File: src/rtl/run_seq_pkg.sv
// Shared state encoding and default parameters for the run sequencer.
package run_seq_pkg;

    typedef enum logic [2:0] {
        IDLE,
        LOAD,
        RUN,
        DRAIN,
        FIN,
        PAUSE
    } run_state_t;

    localparam int unsigned DEF_D       = 9;
    localparam int unsigned DEF_C       = 16;
    localparam int unsigned DEF_MAX_CYC = 32'h0000_FFF0;

    localparam logic [8:0] DEF_START0 = 9'd0;
    localparam logic [8:0] DEF_START1 = 9'd128;
    localparam logic [8:0] DEF_START2 = 9'd256;
    localparam logic [8:0] DEF_START3 = 9'd384;

endpackage

File: src/rtl/run_cycle_ctr.sv
// Clearable, enabled cycle counter; tc flags the last cycle before the limit is reached.
module run_cycle_ctr
    import run_seq_pkg::*;
#(
    parameter int unsigned C     = DEF_C,
    parameter int unsigned LIMIT = DEF_MAX_CYC
) (
    input  logic         clk,
    input  logic         reset,
    input  logic         clr,
    input  logic         en,
    output logic [C-1:0] cnt,
    output logic         tc
);

    localparam logic [C-1:0] TC_VAL = C'(LIMIT - 1);

    always_ff @(posedge clk or negedge reset) begin
        if (!reset) begin
            cnt <= '0;
        end else if (clr) begin
            cnt <= '0;
        end else if (en) begin
            cnt <= cnt + C'(1);
        end
    end

    assign tc = (cnt == TC_VAL);

endmodule

File: src/rtl/run_sequencer.sv
// Bounded run controller for the 9-bit core: entry select, PC load, cycle-limited RUN, done handshake.
// Optional breakpoint/pause support is compiled in with RUN_SEQ_BREAKPOINT_EN.
//
// state | meaning
// IDLE  | waiting for req, core stopped
// LOAD  | PC loads the selected entry address
// RUN   | core executing, cycles counted
// DRAIN | one idle cycle so the last write settles
// FIN   | done reported until req is withdrawn
// PAUSE | breakpoint hit, core frozen until resume
module run_sequencer
    import run_seq_pkg::*;
#(
    parameter int unsigned   D       = DEF_D,
    parameter int unsigned   C       = DEF_C,
    parameter int unsigned   MAX_CYC = DEF_MAX_CYC,
    parameter logic [D-1:0]  START0  = D'(DEF_START0),
    parameter logic [D-1:0]  START1  = D'(DEF_START1),
    parameter logic [D-1:0]  START2  = D'(DEF_START2),
    parameter logic [D-1:0]  START3  = D'(DEF_START3)
) (
    input  logic         clk,
    input  logic         reset,
    input  logic         req,
    input  logic [1:0]   prog_sel,
    input  logic         halt_i,
    input  logic [D-1:0] prog_ctr_i,
`ifdef RUN_SEQ_BREAKPOINT_EN
    input  logic         bp_valid,
    input  logic [D-1:0] bp_addr,
    input  logic         resume,
    output logic         paused,
`endif
    output logic         pc_load_o,
    output logic [D-1:0] start_addr_o,
    output logic         core_en_o,
    output logic         busy,
    output logic         done,
    output logic         timeout,
    output logic [C-1:0] cycle_cnt
);

    run_state_t   state;
    run_state_t   state_nxt;
    logic         cnt_clr;
    logic         cnt_en;
    logic         cnt_tc;
    logic         to_set;
    logic         bp_hit;
    logic [D-1:0] sel_addr;

    always_comb begin
        sel_addr = START0;
        case (prog_sel)
            2'd0: sel_addr = START0;
            2'd1: sel_addr = START1;
            2'd2: sel_addr = START2;
            2'd3: sel_addr = START3;
            default: sel_addr = START0;
        endcase
    end

`ifdef RUN_SEQ_BREAKPOINT_EN
    // Suppresses re-triggering on the breakpoint address just resumed from, until the PC moves.
    logic bp_skip;

    always_ff @(posedge clk or negedge reset) begin
        if (!reset) begin
            bp_skip <= 1'b0;
        end else if (state == PAUSE) begin
            bp_skip <= resume;
        end else if ((state != RUN) || (prog_ctr_i != bp_addr)) begin
            bp_skip <= 1'b0;
        end
    end

    assign bp_hit = (state == RUN) && bp_valid && (prog_ctr_i == bp_addr) && !bp_skip;
    assign paused = (state == PAUSE);
`else
    logic unused_pc;

    assign bp_hit    = 1'b0;
    assign unused_pc = ^prog_ctr_i;
`endif

    always_ff @(posedge clk or negedge reset) begin
        if (!reset) begin
            state <= IDLE;
        end else begin
            state <= state_nxt;
        end
    end

    always_comb begin
        state_nxt = state;
        cnt_clr   = 1'b0;
        cnt_en    = 1'b0;
        to_set    = 1'b0;
        case (state)
            IDLE: begin
                if (req) begin
                    state_nxt = LOAD;
                    cnt_clr   = 1'b1;
                end
            end
            LOAD: begin
                state_nxt = RUN;
            end
            RUN: begin
                if (bp_hit) begin
                    state_nxt = PAUSE;
                end else begin
                    cnt_en = 1'b1;
                    // halt takes priority over the terminal count on the same cycle
                    if (halt_i) begin
                        state_nxt = DRAIN;
                    end else if (cnt_tc) begin
                        state_nxt = DRAIN;
                        to_set    = 1'b1;
                    end
                end
            end
            DRAIN: begin
                state_nxt = FIN;
            end
            FIN: begin
                if (!req) begin
                    state_nxt = IDLE;
                end
            end
`ifdef RUN_SEQ_BREAKPOINT_EN
            PAUSE: begin
                if (resume) begin
                    state_nxt = RUN;
                end
            end
`endif
            default: begin
                state_nxt = IDLE;
            end
        endcase
    end

    always_ff @(posedge clk or negedge reset) begin
        if (!reset) begin
            start_addr_o <= START0;
            timeout      <= 1'b0;
        end else begin
            if (cnt_clr) begin
                start_addr_o <= sel_addr;
                timeout      <= 1'b0;
            end else if (to_set) begin
                timeout <= 1'b1;
            end
        end
    end

    run_cycle_ctr #(
        .C     (C),
        .LIMIT (MAX_CYC)
    ) u_cycle_ctr (
        .clk   (clk),
        .reset (reset),
        .clr   (cnt_clr),
        .en    (cnt_en),
        .cnt   (cycle_cnt),
        .tc    (cnt_tc)
    );

    assign pc_load_o = (state == LOAD);
    assign core_en_o = (state == RUN) && !bp_hit;
    assign busy      = (state == LOAD) || (state == RUN) || (state == DRAIN) || (state == PAUSE);
    assign done      = (state == FIN);

endmodule

File: config.mk
export PLATFORM = sky130hd
export DESIGN_NAME = run_sequencer
export DESIGN_NICKNAME = d
export VERILOG_FILES = /design/src/rtl/run_seq_pkg.sv /design/src/rtl/run_cycle_ctr.sv /design/src/rtl/run_sequencer.sv
export SDC_FILE = /design/constraint.sdc
export NUM_CORES = 1
export LEC_CHECK = 0
export CORE_UTILIZATION = 46
export DETAILED_ROUTE_END_ITERATION = 12
export HOLD_SLACK_MARGIN = 0.05
export PLACE_DENSITY = 0.83
export SLEW_MARGIN = 30
export SYNTH_ARGS = -nofsm -noshare
export SYNTH_HDL_FRONTEND = slang
export SYNTH_SLANG_ARGS = --single-unit
File: constraint.sdc
create_clock -name clk -period 2.4 [get_ports clk]
set_input_delay 0.48 -clock clk [delete_from_list [all_inputs] [get_ports clk]]
set_output_delay 0.48 -clock clk [all_outputs]
set_load 0.02 [all_outputs]
==> results of run 1 <==
## where the power goes
part           total, W  internal [W]  switching (W)
Clock          0.000162     0.0000585       0.000104
Combinational  0.000525      0.000231       0.000295
Sequential     0.000516      0.000430      0.0000862
Total           0.00120      0.000719       0.000485
## what timing repair did
item / CTS / global route
hold endpoints to repair: 0 / 0
endpoints found under the setup margin: 0 / 1
resized for setup: 0 / 1
## metrics by stage
stage	hold slack [ns]	cell area, µm²	total power (W)	std cells	util, %
final	0.4874	1495	0.001204	182	64.49
after floorplan	0.1844	1204	0.0008388	130	-
after global routing	0.5187	1495	0.001283	182	64.49
after detailed placement	0.4706	1470	0.001049	179	63.41
after global placement	0.4564	1470	0.001033	179	63.41
after CTS	0.4949	1493	0.001216	182	64.38
## critical path, stage by stage (launching register included)
cell and delay [ns]:
dfrtp_1 0.50, nor3b_1 0.32, clkdlybuf4s50_1 0.66
## final timing paths
path,cells past startpoint,endpoint,slack (ns)
min in group asynchronous,2,u_cycle_ctr.cnt[15],0.52
max reg2reg,5,u_cycle_ctr.cnt[10],0.66
max in group asynchronous,2,timeout,1.66
min,2,start_addr_o[7],0.49
min reg2reg,2,start_addr_o[7],0.49
max,2,done,0.14
## registers in the layout, summed over array words and instances, names as in the netlist
register / cells
state: 3
start_addr_o: 2
timeout: 1
u_cycle_ctr.cnt: 16
## kinds of logic (layout without fill, tap and decap cells)
group / Yosys count / after routing / share of synthesized area (%)
AOI/OAI and AO/OA: 20 / 20 / 10.06
xor gates and xnor gates: 5 / 5 / 3.707
adders and majority gates: 1 / 1 / 1.059
buffers and inverters: 14 / 38 / 7.308
DFF: 22 / 22 / 46.61
muxes: 2 / 2 / 1.695
other: 1 / 7 / 0.3175
and+or+nand+nor: 59 / 59 / 29.24
## synthesized netlist by cell type (all sizes together), types with 2 or more instances
library cell	instances	area share, %
a21oi	7	3.0
nand3b	2	1.3
mux2i	2	1.7
a22o	2	1.5
or3	4	2.1
nand4	4	2.1
nand2	16	5.1
or4	2	1.3
nand3	9	4.7
and4	4	3.2
o31ai	3	1.9
or2	2	1.1
inv	4	1.3
o21ai	6	2.5
buf	9	5.7
nor2	8	3.2
dfrtp	22	47
xor2	5	3.7
## cell type report
type / instances / area share (%)
clock buffers: 3 / 1.506
inverters: 4 / 1.004
well taps: 28 / 2.343
repair buffers: 31 / 20.42
flip-flops and latches: 22 / 36.82
multi-input cells: 94 / 37.91
## layer usage
layer	wire length [µm]	track usage, %	vias up	share of wire [%]
met5	0	0	-	0
met4	20	8.333	0	0.82
met2	1218	34.81	39	50
li1	-	-	490	-
met1	1077	25.05	499	44
met3	129	3.768	4	5.3
==> metrics.cfg, run 1 <==
[clocking]
clock_latency_ns=0.30
cts_sinks=22
cts_hold_buffers=0
cts_tree=done
clk_pin_slew_worst_paths_ns=0.11
htree_levels=1
clockBufferDepth=2
cts_setup_buffers=0
root_buffer=clkbuf_4
cts_inserted_buffers=3

[sta]
min_period_over_period_pct=94.18
fin_skew_ns=0.005663
slew_violations=0
hold_viol=0
fmax_mhz=442.4
fin_ws_ns=0.1398
period_needed_ns=2.260
setup_viol=0
setup_tns_ns=0
rsz0062_at_grt=no

[floorplanning]
core-area_um2=2318
row_count=17
ios=45
initial_core_util_pct=50.94
die_x_um=52.67
die-area_um2=2774
die_y_um=52.67

[critical_path]
crit_type=flip-flop to output pin
crit_path_start=state[1]
start_kind=flip-flop
crit_arrival_ns=1.78
required_ns=1.92
critPathMaxFanout=9
rr_startpoint=u_cycle_ctr.cnt[0]
end_kind=output pin

[cells_and_area]
multi_input_area_um2=566.8
fillers=190
diodes=0
synthToLayoutAreaGrowth_pct=26.59
seqCellArea_um2=550.5
final_common_cell=clkdlybuf4s50_1
final_layout_size_suffix_gt1_share_pct=7.792
mostFrequentLayoutCells=clkdlybuf4s50_1 (27), dfrtp_1 (22), nand2_1 (16)
fin_nets=172

[logic_synthesis]
synth_ff_type=dfrtp_1
ys_ff_latch=22
synth_seq_area_share_pct=46.61
synth_area_um2=1181
synth_cell_types=35
ys_async_sr_fraction_pct=100.0
yosysWarningCount=0
netlist_instances=124
synth_edf_count=0
avgSynthCellArea_um2=9.525

[power_and_ir_drop]
power_density_nw_per_um2=805.0
leakage_nw=0.6534
peakVddDrop_mv=0.8575

[place]
place_congestion=0.8140
pre_cts_ws_ns=0.2432
place_hpwl_um=1779
port-buffer-count=28

[job]
cap_violations=0

[run_status]
status=completed

[min_path]
worstHoldPathType=flip-flop to flip-flop
hp-start=start_addr_o[7]

[route]
wl_per_cell_um=13.44
vias_per_cell=5.670
wirelength_um=2446
vias=1032
drt_iter0_markers=19
drt_pass1_iterations=4
drcViolationCount=0
antenna_left=0

[grt]
grt_pass1_wl_um=4140
grt_util_all_layers_pct=20.40
antenna_found_initial=0
grt_max_degree=23
grt_remaining_overflow=0
grt_pass1_vias=973

(Power assumes the default switching activity.)
==> inputs of run 2 (changes only) <==
CORE_ASPECT_RATIO = 1.4   (was unset)
==> run 2 against run 1 <==
  * Core utilization shrank 2.1 points
  * First-iteration DRC count grew 100%
  * Flip-flop and latch count is the same
  * Total power grew 1.5%
  * Non-clock buffer count grew 1
  * Combinational power grew 3%
  * Clock power is essentially flat
  * Die area grew 0.11%
  * Global-route usage shrank 1.2 points
  * Worst setup slack gained 0.027 ns
  * Critical path type unchanged
  * Largest cell class unchanged
==> metrics.cfg, run 2 (same netlist as run 1, synthesis figures left out) <==
[sta]
fin_skew_ns=0.001115
slew_violations=0
fin_ws_ns=0.1669
rsz0062_at_grt=no
setup_viol=0
hold_viol=0
setup_tns_ns=0
period_needed_ns=2.233
fmax_mhz=447.8
min_period_over_period_pct=93.04

[grt]
grt_max_degree=23
grt_pass1_vias=914
grt_util_all_layers_pct=19.23
grt_pass1_wl_um=3836
antenna_found_initial=0
grt_remaining_overflow=0

[route]
vias=1031
drt_iter0_markers=38
drt_pass1_iterations=4
top_layer=met4
wirelength_um=2450
antenna_left=0
wl_met1_um=1030
route.met2.wl_um=1259
dr_wl_met3_um=116
wl_per_cell_um=12.96
vias_per_cell=5.455
drcViolationCount=0

[clocking]
cts_inserted_buffers=3
root_buffer=clkbuf_4
clk_pin_slew_worst_paths_ns=0.11
cts_tree=done
clockBufferDepth=2
cts_hold_buffers=0
clock_latency_ns=0.31
ctsResizeCount=0
htree_levels=1
cts_setup_buffers=0
cts_sinks=22

[floorplanning]
die_x_um=44.83
core-area_um2=2417
row_count=21
die-area_um2=2777
die_y_um=61.96
initial_core_util_pct=48.86
ios=45

[place]
place_congestion=0.8586
port-buffer-count=28
placed_cell_area_um2=1485
place_hpwl_um=1797
placed_cells=186
pre_cts_ws_ns=0.2846

[job]
cap_violations=0

[critical_path]
crit_type=flip-flop to output pin
critPathMaxFanout=9
path_cells=nor3b_1 -> clkdlybuf4s50_1
cpPeakStageDelay_ns=0.66
crit_family=buffers and inverters
start_kind=flip-flop
end_kind=output pin
critPathSlowestCell=clkdlybuf4s50_1
crit_arrival_ns=1.75
crit_buf_inv=1
required_ns=1.92

[cells_and_area]
regMostFlops=u_cycle_ctr.cnt
largestRegisters=u_cycle_ctr.cnt: 16 flops, state: 3 flops, start_addr_o: 2 flops
mostFrequentLayoutCells=clkdlybuf4s50_1 (28), dfrtp_1 (22), nand2_1 (16)
final_layout_size_suffix_gt1_share_pct=8.387
fillers=222
largest_reg_flops=16
final_common_cell=clkdlybuf4s50_1
fin_cells=189
diodes=0
fin_nets=173
synthToLayoutAreaGrowth_pct=27.65
final_area_um2=1508

[power_and_ir_drop]
peakVddDrop_mv=0.8378
switching_share_pct=40.03
p_sw_w=0.0004890
leakage_nw=0.6438
p_seq_share_pct=42.1
power_density_nw_per_um2=810.2
power_frac_comb_pct=44.4
internal-power_w=0.0007325
clock_power_share_pct=13.5

[run_status]
status=completed

[min_path]
worstHoldPathType=flip-flop to flip-flop

==> run 2: worst paths after layout <==
| check | from | end | slack [ns] | cells past startpoint |
|---|---|---|---|---|
| setup / recovery | state[1] | done | 0.17 | 2 |
| hold / removal | start_addr_o[8] | start_addr_o[8] | 0.49 | 2 |
| setup reg to reg | u_cycle_ctr.cnt[0] | u_cycle_ctr.cnt[10] | 0.64 | 5 |
| hold reg to reg | start_addr_o[8] | start_addr_o[8] | 0.49 | 2 |
| max in group asynchronous | reset | timeout | 1.69 | 2 |
| min in group asynchronous | reset | u_cycle_ctr.cnt[3] | 0.50 | 2 |
==> run 2: metrics by stage <==
step,util [%],total power (W),hold slack [ns]
after floorplan,-,0.0008388,0.1844
after detailed placement,61.44,0.001066,0.4612
after global routing,62.37,0.001304,0.5211
after global placement,61.44,0.001049,0.4559
after CTS,62.37,0.001228,0.4895
final,62.37,0.001222,0.4857
==> run 2: metal layers <==
metal | track usage [%] | vias to the layer above
met5 | 0 | -
met4 | 12.12 | 0
met3 | 3.757 | 5
met2 | 33.19 | 31
met1 | 21.67 | 499
li1 | - | 496
==> run 2: layout make-up <==
class	instances	area, µm²	area share (%)
repair buffers	32	310.3	20.58
flip-flops and latches	22	550.5	36.51
multi-input cells	94	566.8	37.59
well taps	34	42.54	2.822
clock buffers	3	22.52	1.494
inverters	4	15.01	0.9958
==> run 2: tightest hold or removal path, stage by stage, from the launching register on <==
cell and delay [ns]:
dfrtp_1 0.36, nand2_1 0.05, nand2_1 0.05
==> run 2: power by group through the flow <==
stage	combinational, W	sequential, W	clock, W
global route	0.000595	0.000525	0.000184
global placement	0.000531	0.000517	0
detailed placement	0.000543	0.000523	0
finish	0.000543	0.000514	0.000165
CTS	0.000547	0.000516	0.000166
floorplan	0.000301	0.000538	0
